File: src/rtl/seq_decoder_if.sv
// Observation bus of seq_decoder: sampled sequencer state and clear in,
// lock/pulse/counter status out.
interface seq_decoder_if #(
  parameter int LAP_W = 8,
  parameter int ERR_W = 4
);
  logic [1:0]       state_in;
  logic             clear;
  logic             locked;
  logic             step;
  logic             lap;
  logic             err;
  logic             fault;
  logic [1:0]       cur_state;
  logic [LAP_W-1:0] lap_count;
  logic [ERR_W-1:0] err_count;

  modport master (
    output state_in, clear,
    input  locked, step, lap, err, fault, cur_state, lap_count, err_count
  );

  modport slave (
    input  state_in, clear,
    output locked, step, lap, err, fault, cur_state, lap_count, err_count
  );
endinterface

File: src/rtl/seq_decoder.sv
// seq_decoder: tracks a 2-bit cyclic sequencer, pulses step/lap/err, counts laps/errors; SEQ_DECODER_STICKY_ERR_EN adds a sticky FAULT state.
// Latency: pulses and counters are registered, one cycle after the sampling edge; no backpressure, every cycle is observed.
module seq_decoder #(
  parameter int LAP_W = 8,
  parameter int ERR_W = 4
) (
  input  logic         clk,
  input  logic         reset,
  seq_decoder_if.slave bus
);

`ifdef SEQ_DECODER_STICKY_ERR_EN
  typedef enum logic [1:0] {UNLOCKED = 2'd0, LOCKED = 2'd1, FAULT = 2'd2} state_t;
`else
  typedef enum logic [1:0] {UNLOCKED = 2'd0, LOCKED = 2'd1} state_t;
`endif

  state_t           state_q, state_d;
  logic [1:0]       prev_q, prev_d;
  logic [1:0]       delta;
  logic             step_q, step_d;
  logic             lap_q, lap_d;
  logic             err_q, err_d;
  logic [LAP_W-1:0] lap_cnt_q, lap_cnt_d;
  logic [ERR_W-1:0] err_cnt_q, err_cnt_d;

  always_ff @(posedge clk or posedge reset) begin
    if (reset) begin
      state_q   <= UNLOCKED;
      prev_q    <= 2'b00;
      step_q    <= 1'b0;
      lap_q     <= 1'b0;
      err_q     <= 1'b0;
      lap_cnt_q <= '0;
      err_cnt_q <= '0;
    end else begin
      state_q   <= state_d;
      prev_q    <= prev_d;
      step_q    <= step_d;
      lap_q     <= lap_d;
      err_q     <= err_d;
      lap_cnt_q <= lap_cnt_d;
      err_cnt_q <= err_cnt_d;
    end
  end

  always_comb begin
    state_d   = state_q;
    prev_d    = prev_q;
    step_d    = 1'b0;
    lap_d     = 1'b0;
    err_d     = 1'b0;
    lap_cnt_d = lap_cnt_q;
    err_cnt_d = err_cnt_q;
    // Modular distance from the last accepted state: 0 hold, 1 advance, 2/3 illegal.
    delta     = bus.state_in - prev_q;

    if (bus.clear) begin
      state_d   = UNLOCKED;
      prev_d    = 2'b00;
      lap_cnt_d = '0;
      err_cnt_d = '0;
    end else begin
      case (state_q)
        UNLOCKED: begin
          if (bus.state_in == 2'b00) begin
            prev_d  = 2'b00;
            state_d = LOCKED;
          end
        end
        LOCKED: begin
          if (delta == 2'd1) begin
            step_d = 1'b1;
            prev_d = bus.state_in;
            if (prev_q == 2'b11) begin
              lap_d = 1'b1;
              if (lap_cnt_q != '1) lap_cnt_d = lap_cnt_q + 1'b1;
            end
          end else if (delta != 2'd0) begin
            err_d  = 1'b1;
            prev_d = bus.state_in;
            if (err_cnt_q != '1) err_cnt_d = err_cnt_q + 1'b1;
`ifdef SEQ_DECODER_STICKY_ERR_EN
            state_d = FAULT;
`endif
          end
        end
`ifdef SEQ_DECODER_STICKY_ERR_EN
        FAULT: state_d = FAULT;
`endif
        default: state_d = UNLOCKED;
      endcase
    end
  end

  assign bus.locked    = (state_q == LOCKED);
  assign bus.step      = step_q;
  assign bus.lap       = lap_q;
  assign bus.err       = err_q;
  assign bus.cur_state = prev_q;
  assign bus.lap_count = lap_cnt_q;
  assign bus.err_count = err_cnt_q;
`ifdef SEQ_DECODER_STICKY_ERR_EN
  assign bus.fault     = (state_q == FAULT);
`else
  assign bus.fault     = 1'b0;
`endif

endmodule

File: src/flat_wrapper.sv
// flat-port wrapper written by rule: the top's interface ports become plain ports
module seq_decoder_flat 
#(
  parameter int LAP_W = 8,
  parameter int ERR_W = 4
)
  (clk, reset, bus_state_in, bus_clear, bus_locked, bus_step, bus_lap, bus_err, bus_fault, bus_cur_state, bus_lap_count, bus_err_count);
  seq_decoder_if #(.LAP_W(LAP_W), .ERR_W(ERR_W)) bus_i ();
  input  logic clk;
  input  logic reset;
  input wire logic [$bits(bus_i.state_in)-1:0] bus_state_in;
  input wire logic [$bits(bus_i.clear)-1:0] bus_clear;
  output wire logic [$bits(bus_i.locked)-1:0] bus_locked;
  output wire logic [$bits(bus_i.step)-1:0] bus_step;
  output wire logic [$bits(bus_i.lap)-1:0] bus_lap;
  output wire logic [$bits(bus_i.err)-1:0] bus_err;
  output wire logic [$bits(bus_i.fault)-1:0] bus_fault;
  output wire logic [$bits(bus_i.cur_state)-1:0] bus_cur_state;
  output wire logic [$bits(bus_i.lap_count)-1:0] bus_lap_count;
  output wire logic [$bits(bus_i.err_count)-1:0] bus_err_count;
  assign bus_i.state_in = bus_state_in;
  assign bus_i.clear = bus_clear;
  assign bus_locked = bus_i.locked;
  assign bus_step = bus_i.step;
  assign bus_lap = bus_i.lap;
  assign bus_err = bus_i.err;
  assign bus_fault = bus_i.fault;
  assign bus_cur_state = bus_i.cur_state;
  assign bus_lap_count = bus_i.lap_count;
  assign bus_err_count = bus_i.err_count;
  seq_decoder #(.LAP_W(LAP_W), .ERR_W(ERR_W)) u_core (.clk(clk), .reset(reset), .bus(bus_i));
endmodule
File: config.mk
export PLATFORM = sky130hd
export DESIGN_NAME = seq_decoder_flat
export DESIGN_NICKNAME = d
export VERILOG_FILES = /design/src/rtl/seq_decoder_if.sv /design/src/rtl/seq_decoder.sv /design/src/flat_wrapper.sv
export SDC_FILE = /design/constraint.sdc
export NUM_CORES = 1
export LEC_CHECK = 0
export ABC_AREA = 1
export BUFFER_PORTS_ARGS = -buffer_cell sky130_fd_sc_hd__buf_2
export CAP_MARGIN = 20
export CELL_PAD_IN_SITES_DETAIL_PLACEMENT = 1
export CELL_PAD_IN_SITES_GLOBAL_PLACEMENT = 1
export CORE_UTILIZATION = 37
export CTS_CLUSTER_DIAMETER = 150
export DETAILED_ROUTE_END_ITERATION = 16
export PLACE_DENSITY_LB_ADDON = 0.1
export SLEW_MARGIN = 20
export SYNTH_ARGS = -nofsm -noshare
export SYNTH_HDL_FRONTEND = slang
export SYNTH_SLANG_ARGS = --single-unit
File: constraint.sdc
create_clock -name clk -period 1.5 [get_ports clk]
set_input_delay 0.3 -clock clk [delete_from_list [all_inputs] [get_ports clk]]
set_output_delay 0.3 -clock clk [all_outputs]
set_load 0.02 [all_outputs]
==> results.cfg <==
[timing]
setup_tns_ns = 0
hold_viol = 0
rsz0062_at_grt = no
finalCriticalPeriod_ns = 1.405
period_share = 0.9365
setup_viol = 0
maxSlewViolCount = 0
fmax_mhz = 711.9
skew_ns = 0.005698

[detailed_routing]
wl_per_cell_um = 13.07
wl_met2_um = 1418
highest_layer = met4
first_iter_violations = 34
met1_length_um = 1303
dr.pass1.iters = 4
wl_met3_um = 75
ant_nets = 0
viasPerCell = 5.028
drc = 0
via_count = 1081
wirelength_um = 2811

[place]
io_buffer_count = 22
place_congestion = 0.7595
dpl_cell_area_um2 = 1295
place_hpwl_um = 2204

[clock_tree]
clkTransAtPathRegs_ns = 0.11
clock_latency_ns = 0.30
cts.sink_count = 18
cts_tree = done
cts_root_buf = clkbuf_4
cts_buffers = 3
htree_levels = 1
clock_path_buffers = 2

[synthesis]
yosysTopAreaCell = dfrtp_1
netlist_area_um2 = 1097
yosysTopAreaCellShare = 0.4105
syn_nets = 159
synthCells = 151
yosysWarningCount = 0
synth_seq_area_share = 0.4105
synth.area.top_cells = dfrtp_1, nand2_1, nand3_1, inv_1, nor2_1
ys_seq_elements = 18
avgSynthCellArea_um2 = 7.267
ys_types = 24

[critical_path]
rr_worst_depth = 7
crit_top_cell = nand2_2
critPathKind = reg2reg
required_ns = 1.69
crit_buf_inv = 0
crit_arrival_ns = 1.60
slowest_delay_ns = 0.45
cp_num_cells = 7
start_kind = flip-flop
worst_setup_path_end_kind = flip-flop
cp_max_fo = 8
path_delay_family = simple AND/OR/NAND/NOR gates
crit_path_top_delay_cell = dfrtp_2
path_cells = ha_4, nor2_4, nand3_1, nand2_2, nand3b_4, nand2_2, nand2_1

[floorplan]
fp.dieArea_um2 = 3188
die_x_um = 56.46
ios = 24
row_count = 19
fp.dieH_um = 56.46
core_um2 = 2781
start_util = 0.3945

[finish]
drive_above_1_share = 0.3098
nets = 193
syn_to_final_growth_pct = 25.88
n_antenna_cell = 0
fin_area_um2 = 1381

[pwr]
ir_worst_vdd_mv = 0.3967
p_per_area_nw_per_um2 = 660.8
p_leak_nw = 0.7784

[worst_hold_path]
hold-path-cell-count = 2
hold_path_class = in2reg

[grt]
first_global_vias = 1096
grt_max_degree = 11
grt_usage = 0.1924
overflow = 0
grt_pass1_wl_um = 4857
antenna_found_initial = 0

[outcome]
status = completed

[flow_run]
maxCapViolations = 0
[worst paths after layout]
kind,endpoint,start,slack (ns)
hold reg to reg,u_core.bus.lap_count[7],u_core.bus.lap_count[7],0.56
min in group asynchronous,u_core.bus.step,reset,0.51
max in group asynchronous,u_core.bus.lap_count[5],reset,0.52
setup reg to reg,u_core.bus.lap_count[5],u_core.bus.cur_state[0],0.1
hold / removal,u_core.bus.err_count[1],bus_clear,0.22
setup / recovery,u_core.bus.lap_count[5],u_core.bus.cur_state[0],0.1
[cell type report]
class | instances | area [µm²]
Tap cell | 31 | 38.79
Timing Repair Buffer | 31 | 180.2
Multi-Input combinational cell | 107 | 594.3
Clock buffer | 4 | 26.28
Sequential cell | 18 | 451.7
Inverter | 24 | 90.09
Fill cell | 368 | 1400
[Yosys cell counts]
master	n
nor3_1	2
nor2_1	13
a21oi_1	2
dfrtp_1	18
nand4_1	4
nand4_2	1
buf_4	1
nand2_2	2
nand2_1	48
xor2_1	2
ha_1	3
nand3_1	19
a21oi_2	1
inv_2	1
inv_1	23
conb_1	1
nand3b_4	1
o21ai_0	1
buf_2	1
and2_4	1
nand2_4	1
nor2_2	3
nand3_2	1
xnor2_1	1
[timing repair]
item | 4_1_cts | 5_1_grt
endpoints found under the setup margin | 8 | 8
pin swaps | 1 | 1
endpoints found under the hold margin | 8 | 0
hold buffers | 1 | 0
gates resized for setup | 5 | 10
setup buffers | 0 | 0
[where the power goes]
| part | switching [mW] | total, mW | internal [mW] |
|---|---|---|---|
| combinational | 0.0943 | 0.143 | 0.0488 |
| sequential | 0.00951 | 0.503 | 0.494 |
| clock | 0.163 | 0.266 | 0.103 |
[layout by cell type, fill, tap and decap left out, types with 2 or more instances in the layout]
| cell | instances |
|---|---|
| xor2_1 | 2 |
| nor2_1 | 11 |
| buf_2 | 22 |
| a21oi_1 | 2 |
| nand3_1 | 19 |
| inv_1 | 22 |
| dfrtp_1 | 17 |
| inv_2 | 2 |
| nand2_1 | 42 |
| nor2_2 | 2 |
| nor3_1 | 2 |
| buf_4 | 8 |
| clkbuf_4 | 3 |
| nand2_2 | 8 |
| nor2_4 | 3 |
| nand4_1 | 4 |
[logic make-up after synthesis]
kind of cell,synth area share
AND/OR/NAND/NOR,0.4128
buffers and inverters,0.09349
flip-flops,0.4105
AO/OA/AOI/OAI,0.02166
XOR/XNOR,0.02395
adder cells (fa/ha/maj),0.03421
other,0.003417
[stage by stage]
step / total power [mW] / cells / utilization / setup slack (ns) / hold slack (ns)
floorplan: 0.5970 / 151 / - / 0.02015 / 0.2385
global placement: 0.6402 / 210 / 0.4656 / 0.01717 / 0.2768
detailed placement: 0.6442 / 210 / 0.4656 / -0.03207 / 0.2999
CTS: 0.9234 / 215 / 0.4840 / 0.02119 / 0.2056
global route: 0.9645 / 215 / 0.4966 / 0.004527 / 0.2088
finish: 0.9127 / 215 / 0.4966 / 0.09531 / 0.2180
[metal layers]
metal	vias to the layer above	track usage
li1	535	-
met1	527	0.2551
met2	17	0.3227
met3	2	0.03456
met4	0	0.04878
met5	-	0
[registers in the layout (all words and copies together) (netlist names)]
name and count:
u_core.bus.cur_state 2, u_core.bus.err 1, u_core.bus.err_count 4, u_core.bus.lap 1, u_core.bus.lap_count 8, u_core.bus.step 1
u_core.state_q 1
No activity file was read; power rests on OpenSTA's default activity.
